**src/rtl/digit_conv_sched.sv**
```systemverilog
// ---------------------------------------------------------------------------
// digit_conv_sched
//
// Round-robin scheduler in front of a single sequential binary-to-BCD
// (double-dabble) engine. Three requesters share the engine:
//   0 = minutes, 1 = seconds, 2 = temperature.
// A granted value is converted in IN_W clock steps. The result is returned as
// hundreds/tens/ones BCD digits, tagged with the requester index.
//
// Build option:
//   DIGIT_SCHED_BLANK_EN - when defined, leading zeros are output as 4'hF.
//                          The ones digit is never blanked.
//
// Ports:
//   clk          system clock, rising edge
//   rst_n        asynchronous active-low reset
//   req[2:0]     level requests, held by each requester until its gnt bit
//   minutes[5:0] value for requester 0
//   seconds[5:0] value for requester 1
//   temp[8:0]    value for requester 2
//   gnt[2:0]     one-hot grant, one cycle wide
//   busy         conversion in progress
//   done         one-cycle pulse; the digit outputs are valid in that cycle
//   done_id[1:0] requester index of the finished conversion
//   dig_hundred/dig_ten/dig_ones[3:0]  BCD result, held until the next done
// ---------------------------------------------------------------------------
module digit_conv_sched #(
    parameter int IN_W = 9,
    parameter int NREQ = 3
) (
    input  logic            clk,
    input  logic            rst_n,
    input  logic [NREQ-1:0] req,
    input  logic [5:0]      minutes,
    input  logic [5:0]      seconds,
    input  logic [8:0]      temp,
    output logic [NREQ-1:0] gnt,
    output logic            busy,
    output logic            done,
    output logic [1:0]      done_id,
    output logic [3:0]      dig_hundred,
    output logic [3:0]      dig_ten,
    output logic [3:0]      dig_ones
);

    localparam int CNT_W = $clog2(IN_W + 1);

    typedef enum logic {IDLE, CONV} state_t;

    state_t            state_q, state_d;
    logic [1:0]        ptr_q, ptr_d;
    logic [IN_W-1:0]   shreg_q, shreg_d;
    logic [11:0]       bcd_q, bcd_d;
    logic [CNT_W-1:0]  cnt_q, cnt_d;
    logic [1:0]        id_q, id_d;
    logic [NREQ-1:0]   gnt_q, gnt_d;
    logic              done_q, done_d;
    logic [1:0]        done_id_q, done_id_d;
    logic [3:0]        hund_q, hund_d;
    logic [3:0]        ten_q, ten_d;
    logic [3:0]        ones_q, ones_d;

    // Round-robin arbiter: search starts just after the last granted index.
    logic              win_valid;
    logic [1:0]        win_idx;
    logic [IN_W-1:0]   win_val;

    always_comb begin
        logic [1:0] cand;
        win_valid = 1'b0;
        win_idx   = 2'd0;
        cand      = 2'd0;
        for (int i = 1; i <= NREQ; i++) begin
            cand = 2'((int'(ptr_q) + i) % NREQ);
            if (!win_valid && req[cand]) begin
                win_valid = 1'b1;
                win_idx   = cand;
            end
        end
    end

    always_comb begin
        case (win_idx)
            2'd0:    win_val = IN_W'(minutes);
            2'd1:    win_val = IN_W'(seconds);
            default: win_val = IN_W'(temp);
        endcase
    end

    // One double-dabble step: correct each nibble, then shift {bcd, shreg}.
    logic [11:0]     bcd_adj;
    logic [11:0]     bcd_sh;
    logic [IN_W-1:0] shreg_sh;

    generate
        for (genvar gi = 0; gi < 3; gi++) begin : g_dd_adj
            assign bcd_adj[gi*4 +: 4] = (bcd_q[gi*4 +: 4] >= 4'd5) ?
                                        bcd_q[gi*4 +: 4] + 4'd3 :
                                        bcd_q[gi*4 +: 4];
        end
    endgenerate

    assign bcd_sh   = {bcd_adj[10:0], shreg_q[IN_W-1]};
    assign shreg_sh = {shreg_q[IN_W-2:0], 1'b0};

    // Final digit formatting, applied as the result is registered.
    logic [3:0] hund_fmt, ten_fmt;

`ifdef DIGIT_SCHED_BLANK_EN
    always_comb begin
        hund_fmt = (bcd_sh[11:8] == 4'd0) ? 4'hF : bcd_sh[11:8];
        ten_fmt  = (bcd_sh[11:8] == 4'd0 && bcd_sh[7:4] == 4'd0) ? 4'hF : bcd_sh[7:4];
    end
`else
    always_comb begin
        hund_fmt = bcd_sh[11:8];
        ten_fmt  = bcd_sh[7:4];
    end
`endif

    // State and datapath registers.
    always_ff @(posedge clk or negedge rst_n) begin
        if (!rst_n) begin
            state_q   <= IDLE;
            ptr_q     <= 2'd2;
            shreg_q   <= '0;
            bcd_q     <= '0;
            cnt_q     <= '0;
            id_q      <= 2'd0;
            gnt_q     <= '0;
            done_q    <= 1'b0;
            done_id_q <= 2'd0;
            hund_q    <= 4'd0;
            ten_q     <= 4'd0;
            ones_q    <= 4'd0;
        end else begin
            state_q   <= state_d;
            ptr_q     <= ptr_d;
            shreg_q   <= shreg_d;
            bcd_q     <= bcd_d;
            cnt_q     <= cnt_d;
            id_q      <= id_d;
            gnt_q     <= gnt_d;
            done_q    <= done_d;
            done_id_q <= done_id_d;
            hund_q    <= hund_d;
            ten_q     <= ten_d;
            ones_q    <= ones_d;
        end
    end

    // Next-state logic.
    always_comb begin
        state_d   = state_q;
        ptr_d     = ptr_q;
        shreg_d   = shreg_q;
        bcd_d     = bcd_q;
        cnt_d     = cnt_q;
        id_d      = id_q;
        gnt_d     = '0;
        done_d    = 1'b0;
        done_id_d = done_id_q;
        hund_d    = hund_q;
        ten_d     = ten_q;
        ones_d    = ones_q;
        case (state_q)
            IDLE: begin
                if (win_valid) begin
                    state_d = CONV;
                    ptr_d   = win_idx;
                    shreg_d = win_val;
                    bcd_d   = '0;
                    cnt_d   = '0;
                    id_d    = win_idx;
                    gnt_d   = NREQ'(1) << win_idx;
                end
            end
            CONV: begin
                shreg_d = shreg_sh;
                bcd_d   = bcd_sh;
                cnt_d   = cnt_q + CNT_W'(1);
                if (cnt_q == CNT_W'(IN_W - 1)) begin
                    state_d   = IDLE;
                    done_d    = 1'b1;
                    done_id_d = id_q;
                    hund_d    = hund_fmt;
                    ten_d     = ten_fmt;
                    ones_d    = bcd_sh[3:0];
                end
            end
            default: state_d = IDLE;
        endcase
    end

    // Outputs.
    always_comb begin
        gnt         = gnt_q;
        busy        = (state_q == CONV);
        done        = done_q;
        done_id     = done_id_q;
        dig_hundred = hund_q;
        dig_ten     = ten_q;
        dig_ones    = ones_q;
    end

endmodule

```
**config.mk**
```make
export PLATFORM = sky130hd
export DESIGN_NAME = digit_conv_sched
export DESIGN_NICKNAME = d
export VERILOG_FILES = /design/src/rtl/digit_conv_sched.sv
export SDC_FILE = /design/constraint.sdc
export NUM_CORES = 1
export LEC_CHECK = 0
export CORE_MARGIN = 3
export CORE_UTILIZATION = 34
export DETAILED_ROUTE_END_ITERATION = 6
export GPL_ROUTABILITY_DRIVEN = 1
export PLACE_DENSITY_LB_ADDON = 0.15
export SETUP_SLACK_MARGIN = 0.4
export SLEW_MARGIN = 20
export SYNTH_ARGS = -nofsm -noshare
export SYNTH_HDL_FRONTEND = slang
export SYNTH_SLANG_ARGS = --single-unit
export TNS_END_PERCENT = 10
```
**constraint.sdc**
```tcl
create_clock -name clk -period 2.3 [get_ports clk]
set_input_delay 0.345 -clock clk [delete_from_list [all_inputs] [get_ports clk]]
set_output_delay 0.345 -clock clk [all_outputs]
set_load 0.05 [all_outputs]
```
; ---- Word-level counts from Yosys, hierarchy flattened
; Index checks and enable logic that the tools add are counted.
[op_classes]
shifts = 1
n_mul = 0
n_eq_ne = 3
n_mux = 29
addsub = 7
n_lt_le_gt_ge = 6
bitwise_logic = 1
reduce_logical = 7
div_mod_pow = 3
[ops]
columns = operator, n
row1 = $mod 32x3->32 const B, 3
row2 = $pmux 9 s2, 2
row3 = $pmux 12 s2, 1
row4 = $ge 4x3->1 const B, 3
row5 = $mux 12, 1
row6 = $mux 4, 3
row7 = $mux 1, 10
row8 = $lt 2x3->1 const B, 3
row9 = $mux 3, 3
row10 = $mux 9, 1
row11 = $add 4x2->4 const B, 2
row12 = $pmux 4 s2, 1
row13 = $add 2x2->3 const B, 2
row14 = $bmux 1 s2, 3
row15 = $mux 2, 3
row16 = $add 4x1->4 const B, 1
row17 = $eq 4x4->1 const B, 1
row18 = $reduce_and 2->1, 2
row19 = $add 2x1->3 const B, 1
row20 = $add 3x2->3 const B, 1
row21 = $shl 1x2->3 const A, 1
row22 = $eq 2x1->1 const B, 1
row23 = $logic_and 1x1->1, 2
row24 = $logic_not 1->1, 2
row25 = other kinds (4), 4
[totals]
ram_bits = 0
n_memories = 0
rom_bits = 0
latch_bits = 0
output_inout_bits = 19
ff_bits = 48

; ---- Depth between registers and ports, before layout
[depth]
ltp_word = 15
depth_mapped = 10
depth_no_buf = 8

; ---- Worst setup path after synthesis
; No wires, ideal clock.
[synth_timing]
kind = register -> register
start = register ptr_q[1]
end = register shreg_q[4]
path_slack_ns = -0.013
stages_incl_launch_ff = 10
arrival_time_ns = 2.188
n_path_buf = 1
required_ns = 2.174
path_cell_list = dfstp_2 -> inv_1 -> ha_1 -> nor2b_1 -> o21bai_2 -> and3_1 -> a32o_2 -> and2_4 -> buf_6 -> a221o_1
[synth_between]
elab_chain_cells = 15
elab_cells_between_ends = 28
cone_classes = 3 x add/sub / 3 x div / 2 x eq/ne / 15 x mux / 5 x reduce/logical
[synth_lines]
columns = item, line_no
row1 = "start, declared", 51  ; logic [1:0] ptr_q, ptr_d;
row2 = "start signal, assigned", 138  ; ptr_q <= ptr_d;
row3 = $add 2x1->3, 74  ; cand = 2'((int'(ptr_q) + i) % NREQ);
row4 = $mod 32x3->32, 74
row5 = $bmux 1 s2, 75  ; if (!win_valid && req[cand]) begin
row6 = $mux 1 (not written as such), 75
row7 = $mux 1, 75
row8 = $logic_not 1->1, 75
row9 = $logic_and 1x1->1, 75
row10 = $mux 1, 75
row11 = $logic_not 1->1, 75
row12 = $logic_and 1x1->1, 75
row13 = $mux 2, 75
row14 = $eq 2x1->1 or $logic_not 2->1 (tied branches), 83  ; case (win_idx)
row15 = $pmux 9 s2, 83
row16 = $mux 9, 168  ; if (win_valid) begin
row17 = $pmux 9 s2, 166  ; case (state_q)
row18 = "end signal, assigned", 139  ; shreg_q <= shreg_d;
row19 = "end, declared", 52  ; logic [IN_W-1:0] shreg_q, shreg_d;
; Several ways; a longest one is shown, not always the timed one. The select of a mux whose other input is x is not followed.
; A chain may end at the register's enable or synchronous reset.

; ---- Final worst setup path
[layout_timing]
start = register ptr_q[1]
end = register shreg_q[0]
; The elaborated chain is that of the path after synthesis.

==> metrics.yaml <==
run_status: "completed"
detailroute.wirelength.met3_um: 240
detail_route.wirelength_um: 5626
synth_top_cells_by_area: "dfrtp_1 (47%), nand2_1 (7.3%), ha_1 (5.6%), o21ai_0 (4.5%), mux2_2 (2.3%)"
route.vias.total: 2034
number_of_maximum_capacitance_violations: 0
clock_pin_slew_of_the_registers_on_the_worst_case_setup_and_hold_paths_ns: 0.08
synth_area_in_compound_gates: 0.2138
design_area_um2: 3368
timing_worst_slew_pin_value_ns: 0.5122
final.fill_count: 677
detail_route_antenna_nets: 0
cts-root-buf: "clkbuf_8"
reg2reg_to: "shreg_q[0]"
period_needed_ns: 2.224
vias_in_the_first_global_route: 1977
ff2ff_path_depth: 8
last_weighted_congestion_value_of_the_routability_driven_placer: 0.7887
tritoncts_clock_tree: "yes"
met1_length_um: 2660
area_growth_syn_to_layout_pct: 36.72
arrival_time_of_the_worst_setup_path_ns: 2.43
report.final.slew_viol_count: 0
synth.lib_cells_used.distinct: 51
fp.dieArea_um2: 8303
grt_pass1_wl_um: 9528
cpMaxStageDelayCell: "dfstp_2"
holdCritPathClass: "in2async"
fp.dieW_um: 91.12
worstSetupStartpoint: "ptr_q[1]"
syn_inst: 252
synthesis.area_um2: 2464
rsz0062_at_grt: "yes"
ir_worst_vdd_v: 0.0004473
ys_warn_count: 0
synth_most_common_cell: "nand2_1"
share_of_final_layout_standard_cells_stronger_than_drive_strength_1: 0.2204
multiplexer_fraction_of_the_synthesized_cell_area: 0.02692
synth_top_family_by_area: "compound AO/OA/AOI/OAI gates"
dp_hpwl_um: 4236
ctsHtreeMaxLevel: 2
critical_path.endpoint_type: "register"
max_freq_ghz: 0.4496
worstSetupEndpoint: "shreg_q[0]"
start_util: 0.3567
seq_area_frac_synth: 0.4779
multiInputGateArea_um2: 1331
clock_insertion_delay_worst_skew_ns: 0.29
synth_area_per_cell_um2: 9.776
dieHeight_um: 91.12
dr.pass1.iters: 4
synthSimpleGateAreaFrac: 0.1706
finish.net_count: 349
hold_violation_total_from_the_final_report: 0
num_io_pins: 45
detailedRoute.firstIterationViolations: 53
async_s_r_ff_share_synth: 1.000
logic_pwr_share: 0.596
clkPwrFrac: 0.098
drc_errors: 0
cp_max_fo: 7
cts_buf_count: 5
wl_per_cell_um: 13.76
synth_top_cells_by_count: "nand2_1 (48), dfrtp_1 (46), o21ai_0 (22), inv_1 (13), ha_1 (11)"
antennaDiodeCount: 0
netlist.top_cell.by_area: "dfrtp_1"
report.final.setup_viol: 0
slew_headroom: 0.6585
groute.usage.overall: 0.1408
synth_top_area_share: 0.4672
setup.reg_to_reg.worst_slack_ns: 0.08
switching_pwr_mw: 2.157
clock-skew-final_ns: 0.004587
synth_enable_flop_cells: 0
post_synth_fa_ha_maj_area_fraction: 0.05587
dp_worst_setup_slack_ns: -0.03886
mappedNetlistNets: 289
grt_antenna_before_repair: 0
top_routing_layer_in_use: "met4"
ys_ff_latch: 47
fp.coreArea_um2: 6907
slowest_delay_ns: 0.56
finalPower_mw: 4.779
synthXorXnorAreaFrac: 0.01422
period_utilization_post_route: 0.9671
cp_data_required_time_ns: 2.51
p_per_area_nw_per_um2: 1419
detailroute.wirelength.met2_um: 2637
timing_worst_setup_path_type: "reg2reg"
io_buffer_count: 44
layout.area.seq_um2: 1180
swShare: 0.4513
cp_cell_sequence: "inv_2, ha_4, and2b_1, o21ai_2, nand3_2, or3_4, a211o_1, o211ai_1"
timing.rr.start: "ptr_q[1]"
cts_sinks: 47
ys_dominant_reg_cell: "dfrtp_1"
cts.path.max_buffers: 2
power.share.sequential: 0.306
grt_max_degree: 27
gr-total-overflow: 0
setup_slack_ns: 0.07562
post_drt_via_cell_ratio: 4.973
detailed_place.area_um2: 3134
worst_setup_path_start_kind: "register"
leakage_power_nw: 1.490
placement_rows: 30
internal_power_mw: 2.623
==> state kept, by name, indices dropped and copies added (netlist names) <==
| register | cells |
|---|---|
| bcd_q | 12 |
| shreg_q | 9 |
| cnt_q | 4 |
| dig_hundred | 4 |
| dig_ones | 4 |
| dig_ten | 4 |
| gnt | 3 |
| done_id | 2 |
| ptr_q | 2 |
| busy | 1 |
| done | 1 |
| id_q | 1 |
==> metal layers <==
layer | up-vias | global-route usage
met5 | - | 0
li1 | 1017 | -
met3 | 9 | 0.02734
met4 | 0 | 0.05025
met1 | 962 | 0.1962
met2 | 46 | 0.2177
==> cell usage in the layout, fill, tap and decap left out, types with 4 or more instances in the layout <==
cell type / Yosys / final
ha_1: 11 / 10
clkbuf_8: 0 / 5
nand2b_1: 7 / 7
xnor2_1: 4 / 4
o21ai_2: 1 / 5
clkdlybuf4s50_1: 0 / 42
nor3b_1: 6 / 6
o21ai_0: 22 / 18
a21o_1: 4 / 4
nand2_2: 0 / 8
a221o_1: 4 / 4
mux2_2: 5 / 5
o21ai_1: 8 / 7
nand2_1: 48 / 39
dfrtp_1: 46 / 44
a32oi_1: 6 / 5
a21oi_1: 8 / 8
buf_4: 1 / 15
inv_1: 13 / 12
==> repair_timing <==
action                                  CTS  global route
resized for setup                         6            33
setup buffers                             1             1
cloned                                    0             0
hold buffers                              0             0
pin swaps                                 4            21
endpoints found under the setup margin   32            33
==> worst min path at each step <==
stage | end | start | depth (start not counted) | slack [ns]
2_1_floorplan | bcd_q[0] | rst_n | 0 | 0.05
3_5_place_dp | bcd_q[7] | rst_n | 1 | 0.35
6_report | dig_hundred[0] | rst_n | 1 | 0.01
5_1_grt | dig_hundred[0] | rst_n | 1 | 0.04
3_3_place_gp | dig_ten[3] | rst_n | 1 | 0.35
4_1_cts | dig_hundred[0] | rst_n | 1 | 0.02
==> cell families (layout without fill, tap and decap cells) <==
family / Yosys count / count (layout)
buffers and inverters: 23 / 84
xor gates and xnor gates: 4 / 4
and+or+nand+nor: 84 / 84
muxes: 6 / 6
AOI/OAI and AO/OA: 77 / 77
DFF: 47 / 47
adders and majority gates: 11 / 11
==> through the flow <==
stage	util	TNS [ns]	hold slack (ns)	cells
2_1_floorplan	-	0	0.04941	252
3_3_place_gp	0.4538	-0.03754	0.3512	399
3_5_place_dp	0.4538	-0.1336	0.3472	399
4_1_cts	0.4708	0	0.02409	408
5_1_grt	0.4877	-0.02723	0.03537	409
6_report	0.4877	0	0.01310	409
==> cell type report <==
type                            instances  share of cell area
Timing Repair Buffer                   62              0.1794
Clock buffer                            8             0.02377
Sequential cell                        47              0.3503
Inverter                               14             0.01560
Tap cell                               96             0.03566
Multi-Input combinational cell        182              0.3952
==> worst max-delay path: cells and delay by family (launching register included) <==
| family | cells | cell delay (ns) |
|---|---|---|
| AND/OR/NAND/NOR | 3 | 0.74 |
| adder cells (fa/ha/maj) | 1 | 0.24 |
| AO/OA/AOI/OAI | 3 | 0.55 |
| flip-flops | 1 | 0.56 |
| buffers and inverters | 1 | 0.06 |
==> power groups by stage <==
stage	clock network, mW	registers, mW	logic [mW]
2_1_floorplan	0	1.79	1.43
3_3_place_gp	0	1.45	2.60
3_5_place_dp	0	1.46	2.62
4_1_cts	0.490	1.44	2.70
5_1_grt	0.530	1.51	3.14
6_report	0.467	1.46	2.85
Power figures use the tool's default switching activity.
